**src/rtl/hazard_pkg.sv**
```systemverilog
// Shared types and constants for the issue-stage hazard scoreboard.
package hazard_pkg;

    localparam int REG_ADDR_W = 5;
    localparam int MAX_DEPTH  = 4;

    typedef enum logic {
        RUN   = 1'b0,
        DRAIN = 1'b1
    } state_e;

    // One in-flight destination: valid flag plus the register it will write.
    typedef struct packed {
        logic                  v;
        logic [REG_ADDR_W-1:0] rd;
    } sb_entry_t;

    // True when an in-flight entry will write the given source register.
    // $0 is hardwired to zero, so it can never be a true dependency.
    function automatic logic entry_matches(input sb_entry_t e,
                                           input logic [REG_ADDR_W-1:0] addr);
        return e.v && (e.rd == addr) && (addr != '0);
    endfunction

endpackage

```
**src/rtl/hazard_scoreboard_shift.sv**
```systemverilog
// Shift register of in-flight destination entries, entry 0 youngest.
// Every cycle the whole chain advances by one; a synchronous clear empties it.
module inflight_shift_reg
    import hazard_pkg::*;
#(
    parameter int DEPTH = 3
)
(
    input  logic                  clk,
    input  logic                  clr,
    input  sb_entry_t             entry_in,
    output sb_entry_t [DEPTH-1:0] entries
);

    sb_entry_t [DEPTH-1:0] entries_q;
    sb_entry_t [DEPTH-1:0] entries_d;

    // Next chain contents: new entry at the young end, everything else moves one older.
    always_comb begin
        entries_d    = entries_q;
        entries_d[0] = entry_in;
        for (int k = 1; k < DEPTH; k++) begin
            entries_d[k] = entries_q[k-1];
        end
    end

    // Chain register with synchronous clear.
    always_ff @(posedge clk) begin
        if (clr) begin
            entries_q <= '0;
        end else begin
            entries_q <= entries_d;
        end
    end

    assign entries = entries_q;

endmodule

```
**src/rtl/hazard_scoreboard.sv**
```systemverilog
// Issue-stage interlock for the non-forwarding 5-stage pipeline.
// Tracks in-flight destination registers, stalls the ID instruction on a
// RAW hazard, and offers a drain handshake to quiesce the pipeline.
// Optional build macro HAZARD_STALL_CNT_EN adds a saturating stall_cycles
// counter of hazard (not drain) stall cycles.
//
// state | meaning
// ------+---------------------------------------------------------------
// RUN   | normal issue; stall only on a RAW hazard
// DRAIN | issue blocked; drain_ack once every in-flight entry has retired
module hazard_scoreboard
    import hazard_pkg::*;
#(
    parameter int DEPTH     = 3,
    parameter bit RF_BYPASS = 1'b0
)
(
    input  logic                  clk,
    input  logic                  rst,
    input  logic                  id_valid,
    input  logic [REG_ADDR_W-1:0] id_rs_addr,
    input  logic [REG_ADDR_W-1:0] id_rt_addr,
    input  logic                  id_uses_rt,
    input  logic [REG_ADDR_W-1:0] id_rd_addr,
    input  logic                  id_reg_write,
    input  logic                  drain_req,
    output logic                  pc_hold,
    output logic                  if_id_hold,
    output logic                  id_ex_bubble,
    output logic                  drain_ack,
    output logic [2:0]            inflight_cnt
`ifdef HAZARD_STALL_CNT_EN
    ,
    output logic [31:0]           stall_cycles
`endif
);

    // With a write-before-read register file the WB entry's value is already
    // visible to ID, so the oldest entry drops out of the compare window.
    localparam int CMP_N = RF_BYPASS ? DEPTH - 1 : DEPTH;

    state_e                state_q;
    state_e                state_d;
    sb_entry_t [DEPTH-1:0] entries;
    sb_entry_t             new_entry;
    logic                  rs_match;
    logic                  rt_match;
    logic                  hazard;
    logic                  stall;
    logic                  issue;
    logic [2:0]            cnt;

    // Source-operand compare against the in-flight window.
    always_comb begin
        rs_match = 1'b0;
        rt_match = 1'b0;
        for (int k = 0; k < DEPTH; k++) begin
            if (k < CMP_N) begin
                if (entry_matches(entries[k], id_rs_addr)) begin
                    rs_match = 1'b1;
                end
                if (entry_matches(entries[k], id_rt_addr)) begin
                    rt_match = 1'b1;
                end
            end
        end
        hazard = id_valid & (rs_match | (id_uses_rt & rt_match));
    end

    // Stall/issue decision and the entry recorded for the issuing instruction.
    // A stalled cycle records an invalid entry, which is the bubble entering EX.
    always_comb begin
        stall        = hazard | (state_q == DRAIN);
        issue        = id_valid & ~stall;
        new_entry.v  = issue & id_reg_write & (id_rd_addr != '0);
        new_entry.rd = id_rd_addr;
    end

    inflight_shift_reg #(
        .DEPTH (DEPTH)
    ) u_shift (
        .clk      (clk),
        .clr      (rst),
        .entry_in (new_entry),
        .entries  (entries)
    );

    // Population count over all entries, including WB even under bypass.
    always_comb begin
        cnt = '0;
        for (int k = 0; k < DEPTH; k++) begin
            cnt = cnt + 3'(entries[k].v);
        end
    end

    // Drain FSM next-state.
    always_comb begin
        state_d = state_q;
        case (state_q)
            RUN:     if (drain_req)  state_d = DRAIN;
            DRAIN:   if (!drain_req) state_d = RUN;
            default: state_d = RUN;
        endcase
    end

    // Drain FSM state register.
    always_ff @(posedge clk) begin
        if (rst) begin
            state_q <= RUN;
        end else begin
            state_q <= state_d;
        end
    end

    // Pipeline controls; all forced inactive while reset is asserted.
    always_comb begin
        pc_hold      = stall & ~rst;
        if_id_hold   = stall & ~rst;
        id_ex_bubble = stall & ~rst;
        drain_ack    = ~rst & (state_q == DRAIN) & (cnt == 3'd0);
        inflight_cnt = cnt;
    end

`ifdef HAZARD_STALL_CNT_EN
    logic [31:0] stall_cycles_q;
    logic [31:0] stall_cycles_d;

    // Count hazard cycles only, saturating at all-ones.
    always_comb begin
        stall_cycles_d = stall_cycles_q;
        if (hazard && (stall_cycles_q != 32'hFFFF_FFFF)) begin
            stall_cycles_d = stall_cycles_q + 32'd1;
        end
    end

    // Stall counter register.
    always_ff @(posedge clk) begin
        if (rst) begin
            stall_cycles_q <= '0;
        end else begin
            stall_cycles_q <= stall_cycles_d;
        end
    end

    assign stall_cycles = stall_cycles_q;
`endif

endmodule

```
**config.mk**
```make
export PLATFORM = sky130hd
export DESIGN_NAME = hazard_scoreboard
export DESIGN_NICKNAME = d
export VERILOG_FILES = /design/src/rtl/hazard_pkg.sv /design/src/rtl/hazard_scoreboard_shift.sv /design/src/rtl/hazard_scoreboard.sv
export SDC_FILE = /design/constraint.sdc
export NUM_CORES = 1
export LEC_CHECK = 0
export ABC_AREA = 0
export CORE_ASPECT_RATIO = 1.1
export CORE_UTILIZATION = 42
export CTS_BUF_LIST = sky130_fd_sc_hd__clkbuf_8 sky130_fd_sc_hd__clkbuf_16
export DETAILED_ROUTE_END_ITERATION = 12
export GPL_ROUTABILITY_DRIVEN = 1
export PLACE_DENSITY = 0.7
export SLEW_MARGIN = 10
export SYNTH_ARGS = -nofsm -noshare
export SYNTH_HDL_FRONTEND = slang
export SYNTH_HIERARCHICAL = 1
export SYNTH_SLANG_ARGS = --single-unit
```
**constraint.sdc**
```tcl
create_clock -name clk -period 3.81 [get_ports clk]
set_input_delay 1.143 -clock clk [delete_from_list [all_inputs] [get_ports clk]]
set_output_delay 1.143 -clock clk [all_outputs]
set_load 0.02 [all_outputs]
```
==> flow_metrics.py <==
metrics = {
    "logic_synthesis": {
        "synth_edf_count": 0,
        "synth_largest_area_cell": "dfxtp_1",
        "yosys_register_bits": 19,
        "netlist_instances": 102,
        "synth_common_cells": "xor2_1, dfxtp_1, nor2b_1, and2b_1",
        "async_flop_share_pct": 0,
        "syn_avg_cell_area_um2": 9.74,
        "synth_cell_types": 21,
        "yosysMostFrequentCell": "xor2_1",
        "synth_top_cell_area_share_pct": 38.3,
        "yosysSeqAreaShare_pct": 38.3,
        "synth_nets": 124,
        "ys.flop_type": "dfxtp_1",
        "synth_top_cells_by_area": "dfxtp_1, xor2_1, nor2b_1",
        "synth_warnings": 6,
        "syn_area_um2": 993,
    },
    "floorplan": {
        "std_cell_rows": 18,
        "dieArea_mm2": 0.00256,
        "initial_core_util_pct": 44.6,
        "core_area_mm2": 0.00223,
        "fp.dieH_um": 53.0,
        "io_pins": 28,
        "fp.dieW_um": 48.4,
    },
    "global_routing": {
        "antenna_found_initial": 0,
        "grt_start_max_net_pins": 21,
        "track_usage_pct": 19.2,
        "grt_pass1_vias": 868,
        "grt_pass1_wl_mm": 3.68,
        "overflow": 0,
    },
    "setup_path": {
        "r2r-start": "u_shift/entries[0]",
        "critPathKind": "input pin to output pin",
        "slowest_stage": "or3_4",
        "worstPathArrival_ns": 2.62,
        "cp-startpoint": "id_rs_addr[0]",
        "path_cells": "clkbuf_4 -> xor2_1 -> nor4_1 -> and3_1 -> nor3_2 -> or3_4 -> o311ai_4 -> buf_6",
        "startpoint_type": "input pin",
        "cp.required_ns": 2.67,
        "cp_top_family": "simple AND/OR/NAND/NOR gates",
        "critPathMaxFanout": 4,
        "critPathMaxStageDelay_ns": 0.34,
        "endpoint_kind": "output pin",
        "cp_num_buf_inv": 2,
    },
    "cts": {
        "cts-htree-levels": 1,
        "cts_sinks": 19,
        "cts-hold-fix-buffers": 0,
        "clk_pin_slew_worst_paths_ns": 0.07,
        "cts_tree": "done",
        "cts_made_buffers": 3,
        "cts_buffer_depth": 2,
        "cts.root.buffer_cell": "clkbuf_8",
        "cts_setup_buffers": 0,
        "clk-insertion-delay-late_ns": 0.25,
    },
    "place": {
        "dp_slack_ns": -0.926,
        "portBuffers": 26,
        "gp_congestion": 0.886,
        "dpl.hpwl_mm": 1.73,
    },
    "finish": {
        "layout-drive-gt1-share_pct": 24.4,
        "final_util_pct": 63.6,
        "n_antenna_cell": 0,
        "fin_nets": 158,
        "area_growth_pct": 42.7,
        "fill_cells": 197,
    },
    "timing": {
        "hold_viol_final": 0,
        "setup_viol": 0,
        "rsz0062_at_grt": "no",
        "max_freq_ghz": 0.266,
        "drv_slew": 0,
        "clock_skew_ns": 0.00121,
        "timing.final.crit_period_ns": 3.76,
        "timing.final.ws_setup_ns": 0.0509,
        "period_share_pct": 98.7,
    },
    "job": {
        "max_cap_viol_count": 0,
    },
    "routing": {
        "vias": 785,
        "drt-pass1-iter-count": 4,
        "drtIter0Drc": 11,
        "drc_errors": 0,
        "wire_per_inst_um": 13.2,
        "routed_wl_mm": 2.17,
        "viasPerCell": 4.76,
        "postRouteAntennaNets": 0,
    },
    "min_path": {
        "min-delay-start": "u_shift/entries[3]",
        "hp-class": "register to register",
    },
    "outcome": {
        "status": "finished clean",
    },
    "pwr": {
        "power_leakage_nw": 0.640,
        "ir_drop_uv": 225,
        "power_density_mw_per_mm2": 304,
    },
}
==> metrics by stage <==
stage / instances / TNS, ns / instance area, um2 / hold slack (ns) / power [mW]
final: 165 / 0 / 1420 / 0.515 / 0.431
after global placement: 163 / -2.73 / 1340 / 0.497 / 0.300
after CTS: 167 / 0 / 1400 / 0.515 / 0.433
after floorplan: 102 / 0 / 1000 / 0.483 / 0.255
after global routing: 165 / 0 / 1420 / 0.536 / 0.454
after detailed placement: 163 / -2.87 / 1340 / 0.506 / 0.301
==> power by group <==
part | switching (mW) | internal [mW]
clock | 0.0603 | 0.0714
combinational | 0.0378 | 0.0464
sequential | 0.00853 | 0.206
==> logic make-up (layout without fill, tap and decap cells) <==
kind of cell / count (synthesis) / count (layout) / share of synthesized area (%)
AOI/OAI and AO/OA: 4 / 4 / 2.90
other: 1 / 1 / 0.377
and+or+nand+nor: 42 / 42 / 26.6
xor gates and xnor gates: 30 / 30 / 26.4
buffers and inverters: 5 / 38 / 3.40
adders and majority gates: 1 / 1 / 2.02
DFF: 19 / 19 / 38.3
==> routing by layer <==
metal | part of all wire (%) | wire length (um) | vias up | GRT usage, %
met1 | 44 | 950 | 366 | 22.3
met4 | 0.55 | 12 | 0 | 9.31
met2 | 54 | 1160 | 16 | 36.2
met3 | 2.1 | 45 | 2 | 1.72
met5 | 0 | 0 | - | 0
li1 | - | - | 401 | -
==> layout make-up <==
class | instances | area [um2] | share of cell area (%)
Tap cell | 30 | 37.5 | 2.65
Timing Repair Buffer | 33 | 292 | 20.6
Multi-Input combinational cell | 78 | 659 | 46.5
Clock inverter | 1 | 3.75 | 0.265
Sequential cell | 19 | 380 | 26.8
Inverter | 1 | 3.75 | 0.265
Clock buffer | 3 | 41.3 | 2.91
==> cell usage in the layout, fill, tap and decap left out, types with 2 or more instances in the layout <==
master	netlist	routed
clkbuf_2	0	3
nor2b_1	12	12
nor4_2	0	4
and3_1	4	3
nand2b_1	2	2
inv_1	1	2
nor2_1	2	2
clkbuf_8	0	3
nand3_1	3	3
xor2_1	24	21
buf_6	0	5
clkdlybuf4s50_1	0	12
or4_1	3	3
buf_2	0	2
nor4_1	6	2
dfxtp_1	19	19
buf_4	4	7
xor2_2	0	3
and2b_1	7	7
xnor2_1	6	6
==> state kept, by name, summed over array words and instances, names as in the netlist <==
register,cells
u_shift/entries,18
state_q,1
==> worst paths after layout <==
check,endpoint,slack [ns],cells after the start
max,pc_hold,0.05,8
min reg2reg,u_shift/entries[9],0.51,1
min,u_shift/entries[9],0.51,1
max reg2reg,u_shift/entries[5],2.19,7
==> timing repair <==
action                     CTS  global route
setup endpoints to repair    4             3
gates cloned                 0             0
gates resized for setup     57            13
pin swaps                   14             8
(Power assumes the default switching activity.)
